===== config.mk =====
export PLATFORM = sky130hd
export DESIGN_NAME = cnt_event_cond
export DESIGN_NICKNAME = d
export VERILOG_FILES = /design/src/rtl/cnt_event_cond.sv
export SDC_FILE = /design/constraint.sdc
export NUM_CORES = 1
export LEC_CHECK = 0
export ABC_CLOCK_PERIOD_IN_PS = 1600
export BUFFER_PORTS_ARGS = -buffer_cell sky130_fd_sc_hd__buf_2
export CORE_MARGIN = 5
export CORE_UTILIZATION = 56
export CTS_CLUSTER_SIZE = 40
export DETAILED_ROUTE_END_ITERATION = 10
export PLACE_DENSITY = 0.8
export SETUP_SLACK_MARGIN = 0.05
export SYNTH_ARGS = -nofsm -noshare
export SYNTH_HDL_FRONTEND = slang
export SYNTH_SLANG_ARGS = --single-unit

===== constraint.sdc =====
create_clock -name CLK -period 1.6 [get_ports CLK]
set_input_delay 0.08 -clock CLK [delete_from_list [all_inputs] [get_ports CLK]]
set_output_delay 0.08 -clock CLK [all_outputs]
set_load 0.02 [all_outputs]

===== src/rtl/cnt_event_cond.sv =====
// -----------------------------------------------------------------------------
// cnt_event_cond
//
// Event conditioner for the modulo-7 up-counter. Three raw, asynchronous,
// possibly bouncing level inputs are each synchronized, debounced and turned
// into a one-cycle event on the rising edge of the filtered level. A
// registered priority arbiter then drives at most one of the counter's
// CLEAR / UP_ENABLE / UP_ENABLE2 inputs per cycle. A channel-B event that
// collides with a channel-A event is deferred by one cycle, so no increment
// is lost.
//
// Parameters
//   DB_CYCLES   consecutive differing synchronized samples needed before the
//               filtered level follows (legal 2..15)
//
// Ports
//   CLK         clock, rising edge
//   RSTN        asynchronous active-low reset
//   EV_A_IN     raw increment request A
//   EV_B_IN     raw increment request B
//   CLR_IN      raw clear request
//   UP_ENABLE   one-cycle increment pulse, channel A
//   UP_ENABLE2  one-cycle increment pulse, channel B
//   CLEAR       one-cycle clear pulse
//   B_PEND      high while a channel-B pulse is deferred
//
// Output handshake: the outputs are pulses with no back-pressure. A pulse is
// valid for exactly the one cycle it is high; the downstream counter is
// always ready and must consume it in that cycle.
// -----------------------------------------------------------------------------
module cnt_event_cond #(
  parameter int DB_CYCLES = 4
) (
  input  logic CLK,
  input  logic RSTN,
  input  logic EV_A_IN,
  input  logic EV_B_IN,
  input  logic CLR_IN,
  output logic UP_ENABLE,
  output logic UP_ENABLE2,
  output logic CLEAR,
  output logic B_PEND
);

  localparam logic [3:0] DB_LAST = 4'(DB_CYCLES - 1);

  // Channel index: 0 = A, 1 = B, 2 = clear
  logic [2:0] w_raw;
  logic [2:0] r_sync1;
  logic [2:0] r_sync2;
  logic [2:0] r_filt;
  logic [2:0] r_filt_d;
  logic [3:0] r_cnt [3];
  logic [2:0] w_ev;

  assign w_raw = {CLR_IN, EV_B_IN, EV_A_IN};

  // Two-flop synchronizer plus a delayed copy of filt for edge detection
  always_ff @(posedge CLK or negedge RSTN) begin
    if (!RSTN) begin
      r_sync1  <= '0;
      r_sync2  <= '0;
      r_filt_d <= '0;
    end else begin
      r_sync1  <= w_raw;
      r_sync2  <= r_sync1;
      r_filt_d <= r_filt;
    end
  end

  // Debounce: filt follows sync2 only after DB_CYCLES consecutive samples
  // that differ from it; any agreeing sample restarts the count.
  always_ff @(posedge CLK or negedge RSTN) begin
    if (!RSTN) begin
      r_filt <= '0;
      for (int i = 0; i < 3; i++) r_cnt[i] <= '0;
    end else begin
      for (int i = 0; i < 3; i++) begin
        if (r_sync2[i] == r_filt[i]) begin
          r_cnt[i] <= '0;
        end else if (r_cnt[i] == DB_LAST) begin
          r_filt[i] <= r_sync2[i];
          r_cnt[i]  <= '0;
        end else begin
          r_cnt[i] <= r_cnt[i] + 4'd1;
        end
      end
    end
  end

  // Rising edge of filt only; falling edges are ignored
  assign w_ev = r_filt & ~r_filt_d;

  // Arbiter next-state: clear beats everything (and drops a pending B),
  // A beats B (B is deferred), a pending B beats a fresh B (and absorbs it).
  logic w_up_nxt;
  logic w_up2_nxt;
  logic w_clr_nxt;
  logic w_pend_nxt;

  always_comb begin
    w_up_nxt   = 1'b0;
    w_up2_nxt  = 1'b0;
    w_clr_nxt  = 1'b0;
    w_pend_nxt = 1'b0;
    if (w_ev[2]) begin
      w_clr_nxt = 1'b1;
    end else if (w_ev[0]) begin
      w_up_nxt   = 1'b1;
      w_pend_nxt = B_PEND | w_ev[1];
    end else if (B_PEND) begin
      w_up2_nxt = 1'b1;
    end else if (w_ev[1]) begin
      w_up2_nxt = 1'b1;
    end
  end

  always_ff @(posedge CLK or negedge RSTN) begin
    if (!RSTN) begin
      UP_ENABLE  <= 1'b0;
      UP_ENABLE2 <= 1'b0;
      CLEAR      <= 1'b0;
      B_PEND     <= 1'b0;
    end else begin
      UP_ENABLE  <= w_up_nxt;
      UP_ENABLE2 <= w_up2_nxt;
      CLEAR      <= w_clr_nxt;
      B_PEND     <= w_pend_nxt;
    end
  end

endmodule

==> flow_metrics.env, run 1 <==
export IMPL_slew_headroom=0.611
export IMPL_cts_path_max_buffers=2
export IMPL_max_cap_violations=0
export IMPL_drtAntennaViolNets=0
export IMPL_synth_seq_cells=28
export IMPL_fmax_mhz=789
export IMPL_cts_num_sinks=28
export IMPL_dp_slack_ns=0.345
export IMPL_powerDensity_mw_per_mm2=1480
export IMPL_dr_pass1_iters=4
export IMPL_fin_util=0.685
export IMPL_criticalPathCategory="reg2reg"
export IMPL_yosysTopAreaCell="dfrtp_1"
export IMPL_fin_crit_sh=0.792
export IMPL_wl_per_cell_um=13.3
export IMPL_critPathRequiredTime_ns=1.82
export IMPL_status="completed"
export IMPL_finalSetupTns_ns=0
export IMPL_rows=15
export IMPL_layout_nets=100
export IMPL_async_flop_share=1.00
export IMPL_grt_pass1_vias=664
export IMPL_via_count=622
export IMPL_antenna_cells=0
export IMPL_via_per_inst=5.36
export IMPL_yosysWarnings=0
export IMPL_netlist_instances=75
export IMPL_dieWidth_um=53.5
export IMPL_hold_path_class="in2async"
export IMPL_synth_area_leaders="dfrtp_1 66%, ha_1 3.5%, nor3b_2 3.5%, mux2_2 3.2%, nand2b_1 2.9%"
export IMPL_fin_crit_ns=1.27
export IMPL_synth_edff_count=0
export IMPL_synth_area_mm2=0.00106
export IMPL_clk_latency_ns=0.31
export IMPL_drc_errors=0
export IMPL_clk_pin_slew_ns=0.14
export IMPL_synthFlopType="dfrtp_1"
export IMPL_crit_chain="ha_1 > nor3b_2 > mux2_2"
export IMPL_start_util=0.601
export IMPL_portBuffers=8
export IMPL_syn_avg_cell_area_um2=14.1
export IMPL_drt_total_wl_um=1540
export IMPL_fp_dieH_um=53.5
export IMPL_r2r_slack_ns=0.33
export IMPL_cp_top_family="flip-flops"
export IMPL_wl_met2_um=780
export IMPL_core_mm2=0.00176
export IMPL_die_area_mm2=0.00286
export IMPL_setup_viol=0
export IMPL_cp_slowest_cell="dfrtp_1"
export IMPL_critPathMaxStageDelay_ns=0.41
export IMPL_synth_common_cells="28 x dfrtp_1, 6 x a21oi_1, 5 x nand2b_1, 4 x nor2b_1"
export IMPL_critPathArrivalTime_ns=1.49
export IMPL_synth_top_cell_area_share=0.660
export IMPL_gp_congestion=0.753
export IMPL_rsz0062_at_grt="false"
export IMPL_finalMaxSlewViolations=0
export IMPL_worstMarginPinSlew_ns=0.583
export IMPL_grt_max_degree=29
export IMPL_vdd_drop_max_mv=1.07
export IMPL_ys_seq_area_frac=0.660
export IMPL_place_area_mm2=0.00113
export IMPL_drive_above_1_share=0.220
export IMPL_finClkSkew_ns=0.00188
export IMPL_hold_viol_final=0
export IMPL_grt_overflow=0
export IMPL_numCtsBuffers=3
export IMPL_p_leak_nw=0.547
export IMPL_dp_cells=108
export IMPL_n_fill_cell=143
export IMPL_critPathMaxFanout=4
export IMPL_worst_hold_slack_ns=0.281
export IMPL_grt_pass1_wl_um=2930
export IMPL_wirelength_met1_um=682
export IMPL_io_pins=9
export IMPL_antenna_found_initial=0
export IMPL_areaGrowthSynthToFinish_pct=13.9
export IMPL_dp_hpwl_um=1080
export IMPL_cts_root_buf="clkbuf_4"
export IMPL_setup_slack_ns=0.333
export IMPL_cts_tree="yes"
export IMPL_path_buf_inv=0
export IMPL_yosysMostFrequentCell="dfrtp_1"
export IMPL_drt_initial_drc_count=8
export IMPL_layout_cells_non_filler=116
export IMPL_post_cts_buffers=0
export IMPL_wl_met3_um=59
export IMPL_cp_end_kind="flip-flop"
export IMPL_htree_levels=1
export IMPL_finalInstanceArea_mm2=0.00121
export IMPL_yosysUniqueCellTypes=19
export IMPL_grt_usage=0.149
export IMPL_syn_nets=83
export IMPL_start_kind="flip-flop"
export IMPL_p_total_mw=1.79
export IMPL_routed_top_layer="met4"
==> timing repair <==
action / CTS / global route
hold buffers: 4 / 0
gates resized for setup: 0 / 0
hold endpoints to repair: 31 / 0
==> power breakdown <==
part | switching (mW) | leakage [nW] | total [mW] | internal [mW]
Clock | 0.193 | 0.0210 | 0.332 | 0.139
Sequential | 0.137 | 0.356 | 1.03 | 0.888
Combinational | 0.229 | 0.169 | 0.436 | 0.207
==> layer usage <==
| layer | track usage | vias to the layer above |
|---|---|---|
| met3 | 0.0338 | 2 |
| li1 | - | 302 |
| met2 | 0.259 | 8 |
| met1 | 0.175 | 310 |
| met5 | 0 | - |
| met4 | 0.0638 | 0 |
==> flip-flops by register name (all words and copies together), names as in the netlist <==
| name | count |
|---|---|
| r_filt_d | 3 |
| r_filt | 3 |
| CLEAR | 1 |
| UP_ENABLE2 | 1 |
| r_cnt | 12 |
| UP_ENABLE | 1 |
| B_PEND | 1 |
| r_sync2 | 3 |
| r_sync1 | 3 |
==> worst paths after layout <==
check | startpoint | endpoint | depth (start not counted)
setup / recovery | r_cnt[8] | r_filt[0] | 3
hold / removal | RSTN | r_cnt[3] | 2
setup reg to reg | r_cnt[8] | r_filt[0] | 3
hold reg to reg | r_sync1[0] | r_sync2[0] | 0
max in group asynchronous | RSTN | r_sync2[1] | 2
min in group CLK | r_sync1[0] | r_sync2[0] | 0
==> cell type report <==
| class | count | area [um^2] | area share |
|---|---|---|---|
| Clock buffer | 4 | 36.3 | 0.0300 |
| Inverter | 2 | 7.51 | 0.00621 |
| Multi-Input combinational cell | 45 | 353 | 0.292 |
| Sequential cell | 28 | 701 | 0.580 |
| Tap cell | 25 | 31.3 | 0.0259 |
| Timing Repair Buffer | 12 | 80.1 | 0.0663 |
==> worst reg2reg max path: stages (launching register included) <==
cell	delay [ns]
dfrtp_1	0.41
ha_1	0.20
nor3b_2	0.21
mux2_2	0.35
==> layout by cell type, fill, tap and decap left out, types with 4 or more instances in the layout <==
| master | count |
|---|---|
| nor2b_1 | 4 |
| dlygate4sd3_1 | 4 |
| a21oi_1 | 6 |
| buf_2 | 8 |
| nand2b_1 | 5 |
| dfrtp_1 | 28 |
==> cell families after synthesis <==
| group | count (synthesis) | share of synthesized area |
|---|---|---|
| AND/OR/NAND/NOR | 26 | 0.177 |
| buffers and inverters | 2 | 0.00708 |
| AO/OA/AOI/OAI | 10 | 0.0637 |
| flip-flops | 28 | 0.660 |
| XOR/XNOR | 3 | 0.0248 |
| adder cells (fa/ha/maj) | 3 | 0.0354 |
| multiplexers | 3 | 0.0318 |
(Power assumes the default switching activity.)
==> inputs of run 2 (changes only) <==
Settings changed: ABC_AREA set to 1, ABC_CLOCK_PERIOD_IN_PS 1600 to 1260.
Clock period 1.6 ns to 1.26 ns, I/O delays scaled along.
==> run 2 against run 1 <==
Effect of this change:
- synthesized area is 1.1% higher
- power grew 36%
- die area rose by 0.88%
- cell count up 23%
- count of clock-buffer cells in the layout shrank 1
- critical path depth grew 1
- worst setup slack got worse by 0.13 ns
- clock skew rose by 0.010 ns
- register-to-register slack got worse by 0.13 ns
- via count grew 8.0%
- utilization increased by 0.82 points
==> flow_metrics.env, run 2 <==
export IMPL_switching_share=0.314
export IMPL_clk_latency_ns=0.33
export IMPL_synth_area_mm2=0.00107
export IMPL_cts_path_max_buffers=2
export IMPL_gp_congestion=0.775
export IMPL_start_util=0.601
export IMPL_layout_nets=127
export IMPL_cts_root_buf="clkbuf_4"
export IMPL_p_seq_frac=0.528
export IMPL_criticalPathCategory="reg2reg"
export IMPL_core_mm2=0.00178
export IMPL_dp_cells=135
export IMPL_yosysMostFrequentCell="dfrtp_1"
export IMPL_postCtsResizedCells=0
export IMPL_cts_tree="yes"
export IMPL_netlist_instances=102
export IMPL_numCtsBuffers=3
export IMPL_areaGrowthSynthToFinish_pct=15.3
export IMPL_synthFlopType="dfrtp_1"
export IMPL_cp_slowest_cell="dfrtp_1"
export IMPL_worstMarginPinSlew_ns=0.576
export IMPL_grt_busiest_layer="met2"
export IMPL_crit_chain="ha_1 > nand3_1 > nand2_1 > o21ai_0"
export IMPL_grt_usage=0.141
export IMPL_yosysUniqueCellTypes=17
export IMPL_synth_common_cells="28 x dfrtp_1, 18 x nand2_1, 14 x inv_1, 13 x nor2_1, 5 x nand3_1"
export IMPL_hold_viol_final=0
export IMPL_fmax_mhz=949
export IMPL_drtAntennaViolNets=0
export IMPL_antenna_cells=0
export IMPL_cts_num_sinks=28
export IMPL_portBuffers=8
export IMPL_dieWidth_um=53.8
export IMPL_start_kind="flip-flop"
export IMPL_drt_initial_drc_count=2
export IMPL_final_common_cell="dfrtp_1"
export IMPL_post_cts_buffers=0
export IMPL_layout_cells_non_filler=143
export IMPL_slew_headroom=0.616
export IMPL_htree_levels=1
export IMPL_rows=15
export IMPL_critPathMaxStageDelay_ns=0.42
export IMPL_yosysTopAreaCell="dfrtp_1"
export IMPL_synth_seq_cells=28
export IMPL_grt_pass1_vias=727
export IMPL_drive_above_1_share=0.169
export IMPL_synth_top_cell_area_share=0.653
export IMPL_yosysWarnings=0
export IMPL_async_flop_share=1.00
export IMPL_drc_errors=0
export IMPL_grt_use_met1=0.165
export IMPL_rsz0062_at_grt="false"
export IMPL_powerDensity_mw_per_mm2=1970
export IMPL_grt_overflow=0
export IMPL_hold_path_class="in2async"
export IMPL_dp_hpwl_um=1130
export IMPL_pwr_share_clk=0.234
export IMPL_fp_dieH_um=53.8
export IMPL_vdd_drop_max_mv=1.03
export IMPL_via_count=672
export IMPL_top_register="r_cnt"
export IMPL_fin_crit_sh=0.836
export IMPL_finalSetupTns_ns=0
export IMPL_clk_pin_slew_ns=0.14
export IMPL_use_met2=0.242
export IMPL_pwr_share_comb=0.238
export IMPL_r2r_slack_ns=0.21
export IMPL_largest_reg_flops=12
export IMPL_cp_end_kind="flip-flop"
export IMPL_p_leak_nw=0.622
export IMPL_syn_nets=110
export IMPL_max_cap_violations=0
export IMPL_antenna_found_initial=0
export IMPL_synth_edff_count=0
export IMPL_status="completed"
export IMPL_synth_area_leaders="dfrtp_1 65%, nand2_1 6.3%, inv_1 4.9%, nor2_1 4.6%, ha_1 3.5%"
export IMPL_power_switching_mw=0.764
export IMPL_critPathRequiredTime_ns=1.47
export IMPL_drt_total_wl_um=1510
export IMPL_wl_per_cell_um=10.6
export IMPL_via_per_inst=4.70
export IMPL_finClkSkew_ns=0.0123
export IMPL_grt_use_met3=0.0416
export IMPL_fin_crit_ns=1.05
export IMPL_critPathArrivalTime_ns=1.26
export IMPL_p_int_mw=1.67
export IMPL_postCtsHoldBufs=4
export IMPL_grt_max_degree=29
export IMPL_ys_seq_area_frac=0.653
export IMPL_mostFrequentLayoutCells="28 x dfrtp_1, 18 x nand2_1, 14 x inv_1, 13 x nor2_1, 8 x buf_2"
export IMPL_setup_viol=0
export IMPL_die_area_mm2=0.00289
export IMPL_critPathMaxFanout=4
export IMPL_finalMaxSlewViolations=0
export IMPL_grt_pass1_wl_um=2880
export IMPL_dr_pass1_iters=2
export IMPL_syn_avg_cell_area_um2=10.5
export IMPL_io_pins=9
==> run 2: cell count changes in the layout (fill, tap and decap cells not counted), sizes merged, moves of 4 or more <==
cell / change
nand2b: -5
nor2b: -4
inv: +13
nor2: +13
a21oi: -5
nand3: +5
nand2: +22
==> run 2: cell families (layout without fill, tap and decap cells) <==
logic type | after synthesis | after routing | synth area share
simple gates | 46 | 46 | 0.195
flops | 28 | 28 | 0.653
buf+inv | 15 | 31 | 0.0525
compound gates | 7 | 7 | 0.0397
fa+ha+maj | 3 | 3 | 0.0350
xor+xnor | 3 | 3 | 0.0245
==> run 2: worst paths after layout <==
check / from / endpoint / depth (start not counted)
min: RSTN / r_filt[1] / 2
max in group asynchronous: RSTN / r_sync2[0] / 2
min reg2reg: r_sync1[2] / r_sync2[2] / 0
min in group CLK: EV_B_IN / r_sync1[1] / 2
max reg2reg: r_cnt[8] / r_filt[0] / 4
max: r_cnt[8] / r_filt[0] / 4
==> run 2: critical path: cells and delay by family (launching register included) <==
family,cells,cell delay (ns)
AO/OA/AOI/OAI,1,0.09
adder cells (fa/ha/maj),1,0.21
flip-flops,1,0.42
AND/OR/NAND/NOR,2,0.23
==> run 2: per-layer routing <==
metal,share of wire,wire length [um],up-vias
li1,-,-,346
met3,0.050,76,2
met4,0.014,21,0
met1,0.45,678,311
met5,0,0,-
met2,0.49,737,13
==> run 2: final cells by class <==
type / instances / area, um^2
clock buffer: 3 / 22.5
clock inverter: 1 / 30.0
fill: 143 / 547
inverter: 15 / 56.3
multi-input combinational: 59 / 315
sequential: 28 / 701
tap: 25 / 31.3
timing repair buffer: 12 / 80.1
==> run 2: metrics by stage <==
| step | setup slack (ns) | utilization | hold WS, ns | cell area [um^2] | power (mW) |
|---|---|---|---|---|---|
| after global placement | 0.297 | 0.641 | 0.0910 | 1140 | 1.84 |
| final | 0.206 | 0.693 | 0.250 | 1240 | 2.43 |
| after CTS | 0.202 | 0.693 | 0.261 | 1240 | 2.47 |
| after floorplan | 0.337 | - | -0.233 | 1070 | 1.71 |
| after global routing | 0.154 | 0.693 | 0.280 | 1240 | 2.62 |
| after detailed placement | 0.228 | 0.641 | 0.0952 | 1140 | 1.89 |
==> run 2: power by group through the flow <==
stage               Sequential [mW]  Clock, mW  Combinational (mW)
finish                         1.28      0.569               0.580
floorplan                      1.33          0               0.379
detailed placement             1.31          0               0.581
CTS                            1.29      0.587               0.593
global route                   1.32      0.625               0.680
global placement               1.29          0               0.556
==> inputs of run 3 (changes only) <==
Settings changed: ABC_AREA 1 to 0, ABC_CLOCK_PERIOD_IN_PS 1260 to 1000.
Clock period 1.26 ns to 1 ns, I/O delays scaled along.
==> run 3 against run 2 <==
Effect of this change:
- the flow now stops in global routing (5_1_grt)
- synthesized cell count down 26%
- synthesized area down 1.1%
==> flow_metrics.env, run 3 <==
export IMPL_antenna_found_initial=0
export IMPL_status="did not finish"
export IMPL_cts_num_sinks=28
export IMPL_dp_hpwl_um=1440
export IMPL_async_flop_share=1.00
export IMPL_netlist_instances=75
export IMPL_dp_cells=124
export IMPL_gp_congestion=0.757
export IMPL_yosysUniqueCellTypes=19
export IMPL_syn_nets=83
export IMPL_cts_root_buf="clkbuf_4"
export IMPL_rows=15
export IMPL_synth_area_leaders="dfrtp_1 66%, ha_1 3.5%, nor3b_2 3.5%, mux2_2 3.2%, nand2b_1 2.9%"
export IMPL_io_pins=9
export IMPL_cts_path_max_buffers=2
export IMPL_fp_dieH_um=53.5
export IMPL_numCtsBuffers=3
export IMPL_grt_max_degree=17
export IMPL_yosysMostFrequentCell="dfrtp_1"
export IMPL_dp_slack_ns=-0.215
export IMPL_synth_edff_count=0
export IMPL_synth_seq_cells=28
export IMPL_syn_avg_cell_area_um2=14.1
export IMPL_stop_stage="global routing (5_1_grt)"
export IMPL_yosysWarnings=0
export IMPL_ys_seq_area_frac=0.660
export IMPL_worst_ep_kind="register input"
export IMPL_portBuffers=8
export IMPL_synth_common_cells="28 x dfrtp_1, 6 x a21oi_1, 5 x nand2b_1, 4 x nor2b_1"
export IMPL_synthFlopType="dfrtp_1"
export IMPL_htree_levels=1
export IMPL_start_util=0.601
export IMPL_toolErrorMsg="[ERROR DPL-0033] detailed placement checks failed during check placement."
export IMPL_synth_top_cell_area_share=0.660
export IMPL_yosysTopAreaCell="dfrtp_1"
export IMPL_synth_area_mm2=0.00106
export IMPL_place_area_mm2=0.00130
export IMPL_worst_endpoint="r_filt[1]$_DFFE_PN0P_/D"
export IMPL_dieWidth_um=53.5
==> run 3: through the flow <==
step / hold slack, ns / util
2_1_floorplan: -0.246 / -
3_3_place_gp: -0.0376 / 0.738
3_5_place_dp: -0.0324 / 0.738
4_1_cts: 0.146 / 0.851
==> run 3: cell families after synthesis <==
kind of cell,synth area share
flops,0.660
simple gates,0.177
compound gates,0.0637
xor+xnor,0.0248
mux,0.0318
fa+ha+maj,0.0354
buf+inv,0.00708
==> run 3: repair_timing <==
item                       4_1_cts
pin swaps                        9
setup endpoints to repair       15
hold endpoints to repair        31
resized for setup               14
setup buffers                    5
hold buffers                     4
==> inputs of run 4 (changes only) <==
Settings changed: CORE_AREA set to 5 5 66 68, CORE_MARGIN 5 to not set, CORE_UTILIZATION 56 to not set, CTS_CLUSTER_SIZE 40 to not set, DIE_AREA set to 0 0 71 73, PLACE_DENSITY 0.8 to not set, PLACE_DENSITY_LB_ADDON set to 0.15, SETUP_SLACK_MARGIN 0.05 to not set.
==> run 4 against run 3 <==
Effect of this change:
- the flow now finishes, with violations (setup timing)
==> flow_metrics.env, run 4 (synthesis gave the netlist of run 1 again) <==
export IMPL_status="complete, but fails checks"
export IMPL_violations="setup timing"
export IMPL_start_util=0.279
export IMPL_final_common_cell="dfrtp_1"
export IMPL_largest_reg_flops=12
export IMPL_dr_pass1_iters=2
export IMPL_worst_hold_slack_ns=0.281
export IMPL_p_total_mw=3.70
export IMPL_dieWidth_um=71
export IMPL_dp_hpwl_um=1200
export IMPL_die_area_mm2=0.00518
export IMPL_cts_tree="yes"
export IMPL_drc_errors=0
export IMPL_vdd_drop_max_mv=1.14
export IMPL_htree_levels=1
export IMPL_fmax_mhz=825
export IMPL_grt_pass1_wl_um=3260
export IMPL_layout_cells_non_filler=158
export IMPL_p_leak_nw=0.676
export IMPL_hold_path_class="in2async"
export IMPL_clk_latency_ns=0.28
export IMPL_critPathArrivalTime_ns=1.39
export IMPL_via_count=700
export IMPL_rsz0062_at_grt="true"
export IMPL_worstMarginPinSlew_ns=0.356
export IMPL_wl_per_cell_um=11.7
export IMPL_grt_max_degree=29
export IMPL_cts_root_buf="clkbuf_8"
export IMPL_antenna_cells=0
export IMPL_drtAntennaViolNets=0
export IMPL_n_fill_cell=385
export IMPL_fin_crit_sh=1.21
export IMPL_via_per_inst=4.43
export IMPL_drt_total_wl_um=1860
export IMPL_layout_nets=117
export IMPL_portBuffers=8
export IMPL_drt_initial_drc_count=55
export IMPL_fin_util=0.403
export IMPL_io_pins=9
export IMPL_critPathMaxFanout=2
export IMPL_fin_crit_ns=1.21
export IMPL_crit_start="r_cnt[8]"
export IMPL_numCtsBuffers=3
export IMPL_hold_viol_final=0
export IMPL_criticalPathCategory="reg2reg"
export IMPL_antenna_found_initial=0
export IMPL_cts_num_sinks=28
export IMPL_setup_slack_ns=-0.212
export IMPL_grt_usage=0.0798
export IMPL_mostFrequentLayoutCells="28 x dfrtp_1, 14 x buf_4, 8 x buf_2"
export IMPL_start_kind="flip-flop"
export IMPL_fp_dieH_um=73
export IMPL_max_cap_violations=0
export IMPL_slew_headroom=0.763
export IMPL_setup_viol=9
export IMPL_r2r_start="r_cnt[8]"
export IMPL_cp_end_kind="flip-flop"
export IMPL_clk_pin_slew_ns=0.10
export IMPL_finalMaxSlewViolations=0
export IMPL_cts_path_max_buffers=2
export IMPL_grt_overflow=0
export IMPL_powerDensity_mw_per_mm2=2420
export IMPL_areaGrowthSynthToFinish_pct=44.1
export IMPL_drive_above_1_share=0.481
export IMPL_critPathRequiredTime_ns=1.17
export IMPL_finClkSkew_ns=0.0118
export IMPL_dp_cells=148
export IMPL_top_register="r_cnt"
export IMPL_dp_slack_ns=-0.188
export IMPL_core_mm2=0.00380
export IMPL_grt_pass1_vias=707
export IMPL_rows=23
export IMPL_gp_congestion=0.707
export IMPL_r2r_slack_ns=-0.21
==> run 4: power breakdown <==
group,switching [mW],total (mW),internal [mW]
Combinational,0.539,1.19,0.654
Clock,0.352,0.888,0.536
Sequential,0.195,1.62,1.42
Total,1.09,3.70,2.61
==> run 4: per-layer routing <==
metal / routed length, um / GRT usage / share of wire / vias to the layer above
met1: 790 / 0.0940 / 0.43 / 352
met3: 91 / 0.0331 / 0.049 / 5
met5: 0 / 0 / 0 / -
li1: - / - / - / 332
met4: 27 / 0.0313 / 0.015 / 0
met2: 947 / 0.130 / 0.51 / 11
==> run 4: cell type report <==
cell class,count,area [um^2],share of cell area
multi-input combinational,45,468,0.306
clock inverter,1,30.0,0.0196
tap,50,62.6,0.0409
inverter,2,7.51,0.00491
timing repair buffer,29,219,0.143
sequential,28,701,0.458
clock buffer,3,41.3,0.0270
==> run 4: final timing paths <==
| kind | to | cells past startpoint |
|---|---|---|
| max in group asynchronous | r_sync1[1] | 3 |
| min in group CLK | r_sync2[0] | 0 |
| worst max register to register | r_filt[0] | 3 |
| worst min register to register | r_sync2[0] | 0 |
| worst max-delay path | r_filt[0] | 3 |
| worst min-delay path | CLEAR | 3 |
==> run 4: critical path: stages (launching register included) <==
cell and delay [ns]:
dfrtp_1 0.37, ha_2 0.18, nor3b_4 0.23, mux2_4 0.32
==> run 4: stage by stage <==
step,TNS [ns],cell area (um^2)
after detailed placement,-0.691,1310
after global placement,-0.552,1310
final,-0.872,1530
after CTS,-0.677,1480
after floorplan,-0.483,1100
after global routing,-1.54,1530
==> run 4: timing repair <==
item / CTS / global route
pin swaps: 6 / 4
hold endpoints to repair: 31 / 0
setup buffers: 2 / 3
endpoints found under the setup margin: 9 / 13
hold buffers: 4 / 0
gates resized for setup: 9 / 7
